===== config.mk =====
export PLATFORM = sky130hd
export DESIGN_NAME = sdram_slot_arbiter
export DESIGN_NICKNAME = d
export VERILOG_FILES = /design/src/rtl/sdram_slot_arbiter.sv
export SDC_FILE = /design/constraint.sdc
export NUM_CORES = 1
export LEC_CHECK = 0
export BUFFER_PORTS_ARGS = -buffer_cell sky130_fd_sc_hd__clkbuf_2
export CAP_MARGIN = 20
export CORE_MARGIN = 1.5
export CORE_UTILIZATION = 40
export CTS_BUF_LIST = sky130_fd_sc_hd__clkbuf_8 sky130_fd_sc_hd__clkbuf_16
export DETAILED_ROUTE_END_ITERATION = 8
export PLACE_DENSITY = 0.85
export SETUP_SLACK_MARGIN = 0.3
export SYNTH_ARGS = -nofsm -noshare
export SYNTH_HDL_FRONTEND = slang
export SYNTH_SLANG_ARGS = --single-unit

===== constraint.sdc =====
create_clock -name clk -period 1.7 [get_ports clk]
set_input_delay 0.085 -clock clk [delete_from_list [all_inputs] [get_ports clk]]
set_output_delay 0.085 -clock clk [all_outputs]
set_load 0.05 [all_outputs]

===== src/rtl/sdram_slot_arbiter.sv =====
// Two-port slot arbiter feeding the 8-phase SDRAM controller: one access per 8-clk slot.
// Optional refresh guard: define SDRAM_ARB_REFRESH_GUARD_EN to force periodic idle slots.
module sdram_slot_arbiter #(
  parameter int unsigned AW               = 24,
  parameter int unsigned MAX_WAIT         = 4,
  parameter int unsigned REFRESH_INTERVAL = 64
) (
  input  logic          clk,
  input  logic          reset,
  output logic          sd_sync,
  output logic          sd_oe,
  output logic          sd_we,
  output logic [AW-1:0] sd_addr,
  output logic [15:0]   sd_din,
  output logic [1:0]    sd_ds,
  input  logic [15:0]   sd_dout,
  input  logic          a_req,
  input  logic          a_we,
  input  logic [AW-1:0] a_addr,
  input  logic [15:0]   a_wdata,
  input  logic [1:0]    a_ds,
  output logic          a_ack,
  output logic [15:0]   a_rdata,
  input  logic          b_req,
  input  logic          b_we,
  input  logic [AW-1:0] b_addr,
  input  logic [15:0]   b_wdata,
  input  logic [1:0]    b_ds,
  output logic          b_ack,
  output logic [15:0]   b_rdata
);

  localparam int unsigned BW = $clog2(MAX_WAIT + 1);
  localparam logic [BW-1:0] BWAIT_MAX = BW'(MAX_WAIT);

  logic [2:0]    p;
  logic [2:0]    p_next;
  logic          slot_end;
  logic          gnt_a;
  logic          gnt_b;
  logic [BW-1:0] bwait;
  logic          force_idle;
  logic          win_a;
  logic          win_b;

  always_comb begin
    p_next   = p + 3'd1;
    slot_end = (p == 3'd7);
    win_b    = !force_idle && b_req && (!a_req || (bwait >= BWAIT_MAX));
    win_a    = !force_idle && a_req && !win_b;
  end

`ifdef SDRAM_ARB_REFRESH_GUARD_EN
  localparam int unsigned CW = $clog2(REFRESH_INTERVAL + 1);
  localparam logic [CW-1:0] SLOT_MAX = CW'(REFRESH_INTERVAL);

  // Run length of consecutive granted slots; hitting the limit buys one refresh slot.
  logic [CW-1:0] slot_cnt;

  assign force_idle = (slot_cnt >= SLOT_MAX);

  always_ff @(posedge clk) begin
    if (reset) begin
      slot_cnt <= '0;
    end else if (slot_end) begin
      if (win_a || win_b) begin
        slot_cnt <= slot_cnt + 1'b1;
      end else begin
        slot_cnt <= '0;
      end
    end
  end
`else
  assign force_idle = 1'b0;
`endif

  always_ff @(posedge clk) begin
    if (reset) begin
      p       <= 3'd7;
      sd_sync <= 1'b0;
      sd_oe   <= 1'b0;
      sd_we   <= 1'b0;
      sd_addr <= '0;
      sd_din  <= '0;
      sd_ds   <= '0;
      gnt_a   <= 1'b0;
      gnt_b   <= 1'b0;
      bwait   <= '0;
      a_ack   <= 1'b0;
      b_ack   <= 1'b0;
      a_rdata <= '0;
      b_rdata <= '0;
    end else begin
      p       <= p_next;
      sd_sync <= ~p_next[2];
      a_ack   <= 1'b0;
      b_ack   <= 1'b0;
      if (slot_end) begin
        // Close out the finishing slot; controller read data is valid in phase 7.
        if (gnt_a) begin
          a_ack <= 1'b1;
          if (!sd_we) a_rdata <= sd_dout;
        end
        if (gnt_b) begin
          b_ack <= 1'b1;
          if (!sd_we) b_rdata <= sd_dout;
        end
        gnt_a <= win_a;
        gnt_b <= win_b;
        if (win_b) begin
          sd_oe   <= !b_we;
          sd_we   <= b_we;
          sd_addr <= b_addr;
          sd_din  <= b_wdata;
          sd_ds   <= b_ds;
        end else if (win_a) begin
          sd_oe   <= !a_we;
          sd_we   <= a_we;
          sd_addr <= a_addr;
          sd_din  <= a_wdata;
          sd_ds   <= a_ds;
        end else begin
          sd_oe   <= 1'b0;
          sd_we   <= 1'b0;
          sd_addr <= '0;
          sd_din  <= '0;
          sd_ds   <= '0;
        end
        // A forced refresh slot is not B's loss, so bwait holds there.
        if (win_b || !b_req) begin
          bwait <= '0;
        end else if (!force_idle && (bwait < BWAIT_MAX)) begin
          bwait <= bwait + 1'b1;
        end
      end
    end
  end

endmodule


==> impl_metrics.env, run 1 <==
export IMPL_status="finished, final reports clean"
export IMPL_final_util_pct=69.9
export IMPL_start_util_pct=41.8
export IMPL_p_per_area_mw_per_mm2=975
export IMPL_num_rows=32
export IMPL_finalSetupTns_ns=0
export IMPL_cp_arrival_ns=1.80
export IMPL_min_period_over_period_pct=92.4
export IMPL_drv_cap=0
export IMPL_die_h_um=93.6
export IMPL_clock_fmax_mhz=637
export IMPL_critPathMaxFanout=6
export IMPL_yosys_warnings=0
export IMPL_grt_pass1_vias=3779
export IMPL_layout_drive_gt1_share_pct=44.7
export IMPL_rsz0062_at_grt="true"
export IMPL_io_buffers=184
export IMPL_cts_tree="yes"
export IMPL_criticalPathCategory="flop to flop"
export IMPL_grt_max_degree=33
export IMPL_num_vias=3784
export IMPL_cp_required_ns=1.93
export IMPL_drv_slew=0
export IMPL_ys_ff_latch=87
export IMPL_setup_violations=0
export IMPL_final_cell_mix="clkbuf_2, dfxtp_1, nand2_1, dlygate4sd3_1, a221o_1"
export IMPL_antenna_found_initial=0
export IMPL_place_congestion=0.729
export IMPL_tightest_slew_ns=0.422
export IMPL_syn_area_mm2=0.00328
export IMPL_track_usage_pct=26.6
export IMPL_finalHoldViolations=0
export IMPL_hold_path_class="input pin to flop"
export IMPL_cts_root_buf="clkbuf_8"
export IMPL_post_drt_wl_per_cell_um=18.4
export IMPL_cts_buffers=9
export IMPL_firstDrtPassIters=4
export IMPL_ys_seq_area_share_pct=53.0
export IMPL_wl_um=12800
export IMPL_grt_overflow=0
export IMPL_avgSynthCellArea_um2=9.68
export IMPL_ir_worst_vdd_mv=0.508
export IMPL_cts_num_sinks=87
export IMPL_htreeDepth=3
export IMPL_worstSetupEndpointType="flop"
export IMPL_hold_ws_ns=0.0224
export IMPL_core_mm2=0.00785
export IMPL_clkSlewWorstSetupHoldPaths_ns=0.09
export IMPL_mostFrequentLayoutCell="clkbuf_2"
export IMPL_fin_nets=700
export IMPL_slew_headroom_pct=71.8
export IMPL_hpwl_um=6620
export IMPL_ys_types=22
export IMPL_die_area_mm2=0.00876
export IMPL_finClkSkew_ns=0.00840
export IMPL_startpoint_type="flop"
export IMPL_p_leak_nw=2.60
export IMPL_syn_num_nets=448
export IMPL_drc=0
export IMPL_die_x_um=93.6
export IMPL_clk_path_buf_depth=2
export IMPL_drt_iter0_drc=155
export IMPL_ios=185
export IMPL_synthCells=339
export IMPL_clk_latency_ns=0.34
export IMPL_via_per_inst=5.41
export IMPL_ant_nets=0
export IMPL_period_needed_ns=1.57
export IMPL_grt_pass1_wl_um=18000
export IMPL_area_growth_pct=67.1
through the flow:
stage	area, µm²	setup WS [ns]	instances	total power [mW]
after floorplan	3330	-0.0610	339	3.08
after global placement	4290	-0.163	604	3.39
after detailed placement	4290	-0.223	604	3.42
after CTS	5280	0.152	690	5.27
after global routing	5480	0.0840	697	5.55
final	5490	0.129	699	5.35
timing repair:
action	in CTS	in global routing
resized for setup	18	38
cloned	10	7
setup buffers	2	0
pin swaps	2	25
setup endpoints to repair	74	75
hold endpoints to repair	73	0
hold buffers	59	0
per-layer routing:
layer	share of wire [%]	vias up	track usage, %
met1	37	1757	29.0
met5	0	-	0
li1	-	1754	-
met3	8.2	36	6.50
met2	52	237	48.1
met4	3.2	0	12.2
cell families (layout without fill, tap and decap cells):
group,after synthesis,count (layout),share of synthesized area [%]
DFF,87,87,53.0
and+or+nand+nor,135,146,21.2
other,0,2,0
AOI/OAI and AO/OA,82,82,19.3
adders and majority gates,3,3,1.14
buffers and inverters,32,277,5.37
synthesized netlist by cell type:
library cell | number | area share (%)
dfxtp_1 | 87 | 53
a21oi_1 | 36 | 5.5
and3_1 | 42 | 8.0
buf_6 | 7 | 2.4
a221o_1 | 42 | 13
nor2b_4 | 1 | 0.42
a311oi_1 | 2 | 0.53
nor2_1 | 3 | 0.34
nand2b_1 | 7 | 1.3
or2_2 | 2 | 0.38
and3_4 | 1 | 0.34
and2_1 | 3 | 0.57
buf_2 | 3 | 0.46
clkbuf_1 | 21 | 2.4
inv_1 | 1 | 0.11
nand3_1 | 4 | 0.61
nand3b_1 | 4 | 0.91
and3b_1 | 3 | 0.80
ha_1 | 3 | 1.1
nand2_1 | 65 | 7.4
a21boi_1 | 1 | 0.23
a21o_1 | 1 | 0.23
registers in the layout, indices dropped and copies added, names as in the netlist:
name / count
a_ack: 1
a_rdata: 16
b_ack: 1
b_rdata: 16
bwait: 3
gnt_a: 1
gnt_b: 1
p: 3
sd_addr: 24
sd_din: 16
sd_ds: 2
sd_oe: 1
sd_sync: 1
sd_we: 1
critical path, stage by stage (launching register included):
cell and delay [ns]:
dfxtp_2 0.34, ha_4 0.16, ha_4 0.17, nor2b_4 0.17, clkbuf_16 0.17, and3_1 0.17
a221o_1 0.26
where the power goes:
part / total, mW / switching, mW / internal, mW
Combinational: 1.40 / 0.865 / 0.533
Sequential: 2.28 / 0.0936 / 2.18
Clock: 1.68 / 0.710 / 0.969
cell type report:
type                       count  area [µm²]
timing repair buffer         261        1740
fill                         570        2360
clock buffer                   9         124
antenna                        2        5.00
multi-input combinational    231        1630
clock inverter                 6         110
tap                          102         128
inverter                       1        3.75
sequential                    87        1750
path summary, 6_finish.rpt:
check | slack [ns] | end | start | cells past startpoint
worst min register to register | 0.44 | p[0]$_SDFF_PP1_ | p[0]$_SDFF_PP1_ | 1
worst min-delay path | 0.02 | sd_we$_SDFFE_PP0N_ | b_we | 3
worst max-delay path | 0.13 | sd_din[15]$_SDFFE_PP0N_ | p[0]$_SDFF_PP1_ | 6
worst max register to register | 0.13 | sd_din[15]$_SDFFE_PP0N_ | p[0]$_SDFF_PP1_ | 6
Power figures use the tool's default switching activity.
==> inputs of run 2 (changes only) <==
--- a/config.mk
+++ b/config.mk
@@ -5,10 +5,11 @@
 export SDC_FILE = /design/constraint.sdc
 export NUM_CORES = 1
 export LEC_CHECK = 0
+export ABC_AREA = 1
 export BUFFER_PORTS_ARGS = -buffer_cell sky130_fd_sc_hd__clkbuf_2
 export CAP_MARGIN = 20
 export CORE_MARGIN = 1.5
-export CORE_UTILIZATION = 40
+export CORE_UTILIZATION = 41
 export CTS_BUF_LIST = sky130_fd_sc_hd__clkbuf_8 sky130_fd_sc_hd__clkbuf_16
 export DETAILED_ROUTE_END_ITERATION = 8
 export PLACE_DENSITY = 0.85
==> run 2 against run 1 <==
Effect of this change: die area rose by 11%; hold slack improved by 0.00068 ns; total power grew 3.6%; highest routed layer unchanged; final cell count rose by 24%; fmax rose by 9.3%; via count rose by 11%.
==> impl_metrics.env, run 2 <==
export IMPL_fin_nets=865
export IMPL_via_per_inst=4.84
export IMPL_area_growth_pct=59.3
export IMPL_synth_async_reset_ratio_pct=0
export IMPL_clk_latency_ns=0.34
export IMPL_hold_path_class="input pin to flop"
export IMPL_synth_commonest_cells="nand2_1, dfxtp_1, inv_1"
export IMPL_largest_reg_flops=24
export IMPL_ant_nets=0
export IMPL_cp_required_ns=1.99
export IMPL_min_period_over_period_pct=84.6
export IMPL_clk_path_buf_depth=2
export IMPL_start_util_pct=42.6
export IMPL_post_drt_wl_per_cell_um=14.5
export IMPL_place_congestion=0.800
export IMPL_setup_violations=0
export IMPL_die_x_um=98.4
export IMPL_drt_iter0_drc=195
export IMPL_cts_buffers=9
export IMPL_io_buffers=184
export IMPL_drv_cap=0
export IMPL_num_vias=4197
export IMPL_layout_drive_gt1_share_pct=36.8
export IMPL_hpwl_um=6640
export IMPL_regArea_mm2=0.00174
export IMPL_status="finished, final reports clean"
export IMPL_track_usage_pct=22.2
export IMPL_drc=0
export IMPL_ios=185
export IMPL_critPathMaxFanout=11
export IMPL_regMostFlops="sd_addr"
export IMPL_ir_worst_vdd_mv=0.539
export IMPL_grt_pass1_vias=3758
export IMPL_setup_slack_ns=0.263
export IMPL_ys_ff_latch=87
export IMPL_p_leak_nw=3.06
export IMPL_grt_pass1_wl_um=17400
export IMPL_firstDrtPassIters=4
export IMPL_worstSetupEndpointType="flop"
export IMPL_tightest_slew_ns=0.406
export IMPL_yosys_warnings=0
export IMPL_mostFrequentLayoutCell="nand2_1"
export IMPL_core_mm2=0.00876
export IMPL_synthCells=522
export IMPL_finalHoldViolations=0
export IMPL_final_area_mm2=0.00595
export IMPL_cts_root_buf="clkbuf_8"
export IMPL_synth_ff_type="dfxtp_1"
export IMPL_p_per_area_mw_per_mm2=932
export IMPL_syn_area_mm2=0.00373
export IMPL_drv_slew=0
export IMPL_multiInputGateArea_mm2=0.00176
export IMPL_num_rows=34
export IMPL_ys_types=19
export IMPL_antenna_found_initial=0
export IMPL_cts_tree="yes"
export IMPL_power_mw=5.55
export IMPL_wl_um=12600
export IMPL_grt_max_degree=45
export IMPL_period_needed_ns=1.44
export IMPL_htreeDepth=3
export IMPL_clock_fmax_mhz=696
export IMPL_cp_arrival_ns=1.73
export IMPL_slew_headroom_pct=72.9
export IMPL_finClkSkew_ns=0.0118
export IMPL_place_ws_ns=0.191
export IMPL_die_h_um=98.4
export IMPL_rsz0062_at_grt="true"
export IMPL_ys_seq_area_share_pct=46.6
export IMPL_n_antenna_cell=0
export IMPL_finalSetupTns_ns=0
export IMPL_final_util_pct=67.9
export IMPL_startpoint_type="flop"
export IMPL_die_area_mm2=0.00969
export IMPL_clkSlewWorstSetupHoldPaths_ns=0.09
export IMPL_synth_most_common_cell="nand2_1"
export IMPL_fill_cells=735
export IMPL_place_area_mm2=0.00469
export IMPL_grt_overflow=0
export IMPL_synthTopCellsByArea="dfxtp_1, nand2_1, nand3_1"
export IMPL_syn_num_nets=631
export IMPL_final_cell_mix="nand2_1, clkbuf_2, dfxtp_1, dlygate4sd3_1, inv_1"
export IMPL_yosysTopAreaCell="dfxtp_1"
export IMPL_cts_num_sinks=87
export IMPL_criticalPathCategory="flop to flop"
export IMPL_synth_edf_count=0
export IMPL_synth_top_area_share_pct=46.6
export IMPL_avgSynthCellArea_um2=7.15
## run 2: changes by cell type after synthesis, moves of 4 or more
cell,change
a221o_1,-42
and3_1,-42
buf_2,+8
buf_4,+5
clkbuf_1,-13
inv_1,+41
nand2_1,+162
nand2b_1,-7
nand3_1,+34
nand3_2,+9
nand3b_1,-4
o21ai_0,+33
## run 2: layout make-up
cell class	instances	share of cell area, %
repair buffers	257	32.6
multi-input cells	357	29.6
flip-flops and latches	87	29.3
inverters	44	2.90
clock buffers	10	2.31
well taps	108	2.27
clock inverters	5	0.988
## run 2: timing repair
item	in CTS	in global routing
endpoints found under the hold margin	42	0
pin swaps	1	16
hold buffers	42	0
setup endpoints to repair	47	81
gates cloned	6	8
gates resized for setup	21	69
setup buffers	4	4
## run 2: worst max-delay path, stage by stage, from the launching register on
cell	delay [ns]
dfxtp_2	0.34
ha_4	0.15
ha_4	0.17
inv_4	0.06
buf_4	0.18
clkbuf_16	0.18
nand2_1	0.05
nand2_1	0.07
nand2_1	0.08
nand2_1	0.09
## run 2: where the power goes
part / internal (mW) / switching, mW
registers: 2.20 / 0.0851
clock network: 0.714 / 0.714
logic: 0.679 / 1.16
## run 2: final timing paths
kind / to / slack (ns) / from / depth (start not counted)
setup / recovery: sd_din[10]$_SDFFE_PP0N_ / 0.26 / p[1]$_SDFF_PP1_ / 9
hold / removal: a_rdata[4]$_SDFFE_PP0P_ / 0.02 / sd_dout[4] / 3
setup reg to reg: sd_din[10]$_SDFFE_PP0N_ / 0.26 / p[1]$_SDFF_PP1_ / 9
hold reg to reg: p[0]$_SDFF_PP1_ / 0.42 / p[0]$_SDFF_PP1_ / 1
## run 2: layer usage
layer | wire length [µm] | vias to the layer above | GRT usage [%]
met4 | 315 | 0 | 6.93
li1 | - | 2105 | -
met2 | 6360 | 165 | 39.1
met5 | 0 | - | 0
met3 | 821 | 28 | 5.82
met1 | 5080 | 1899 | 26.5
## run 2: metrics by stage
stage,instances,hold slack [ns]
after global routing,868,0.0163
after global placement,789,0.280
after CTS,856,0.0114
after floorplan,522,0.195
final,868,0.0231
after detailed placement,789,0.284
## run 2: cells by family (layout without fill, tap and decap cells)
group / count (synthesis) / count (layout) / synth area share (%)
buffers and inverters: 78 / 316 / 10.9
and+or+nand+nor: 281 / 281 / 31.1
DFF: 87 / 87 / 46.6
adders and majority gates: 3 / 3 / 1.01
AOI/OAI and AO/OA: 73 / 73 / 10.3
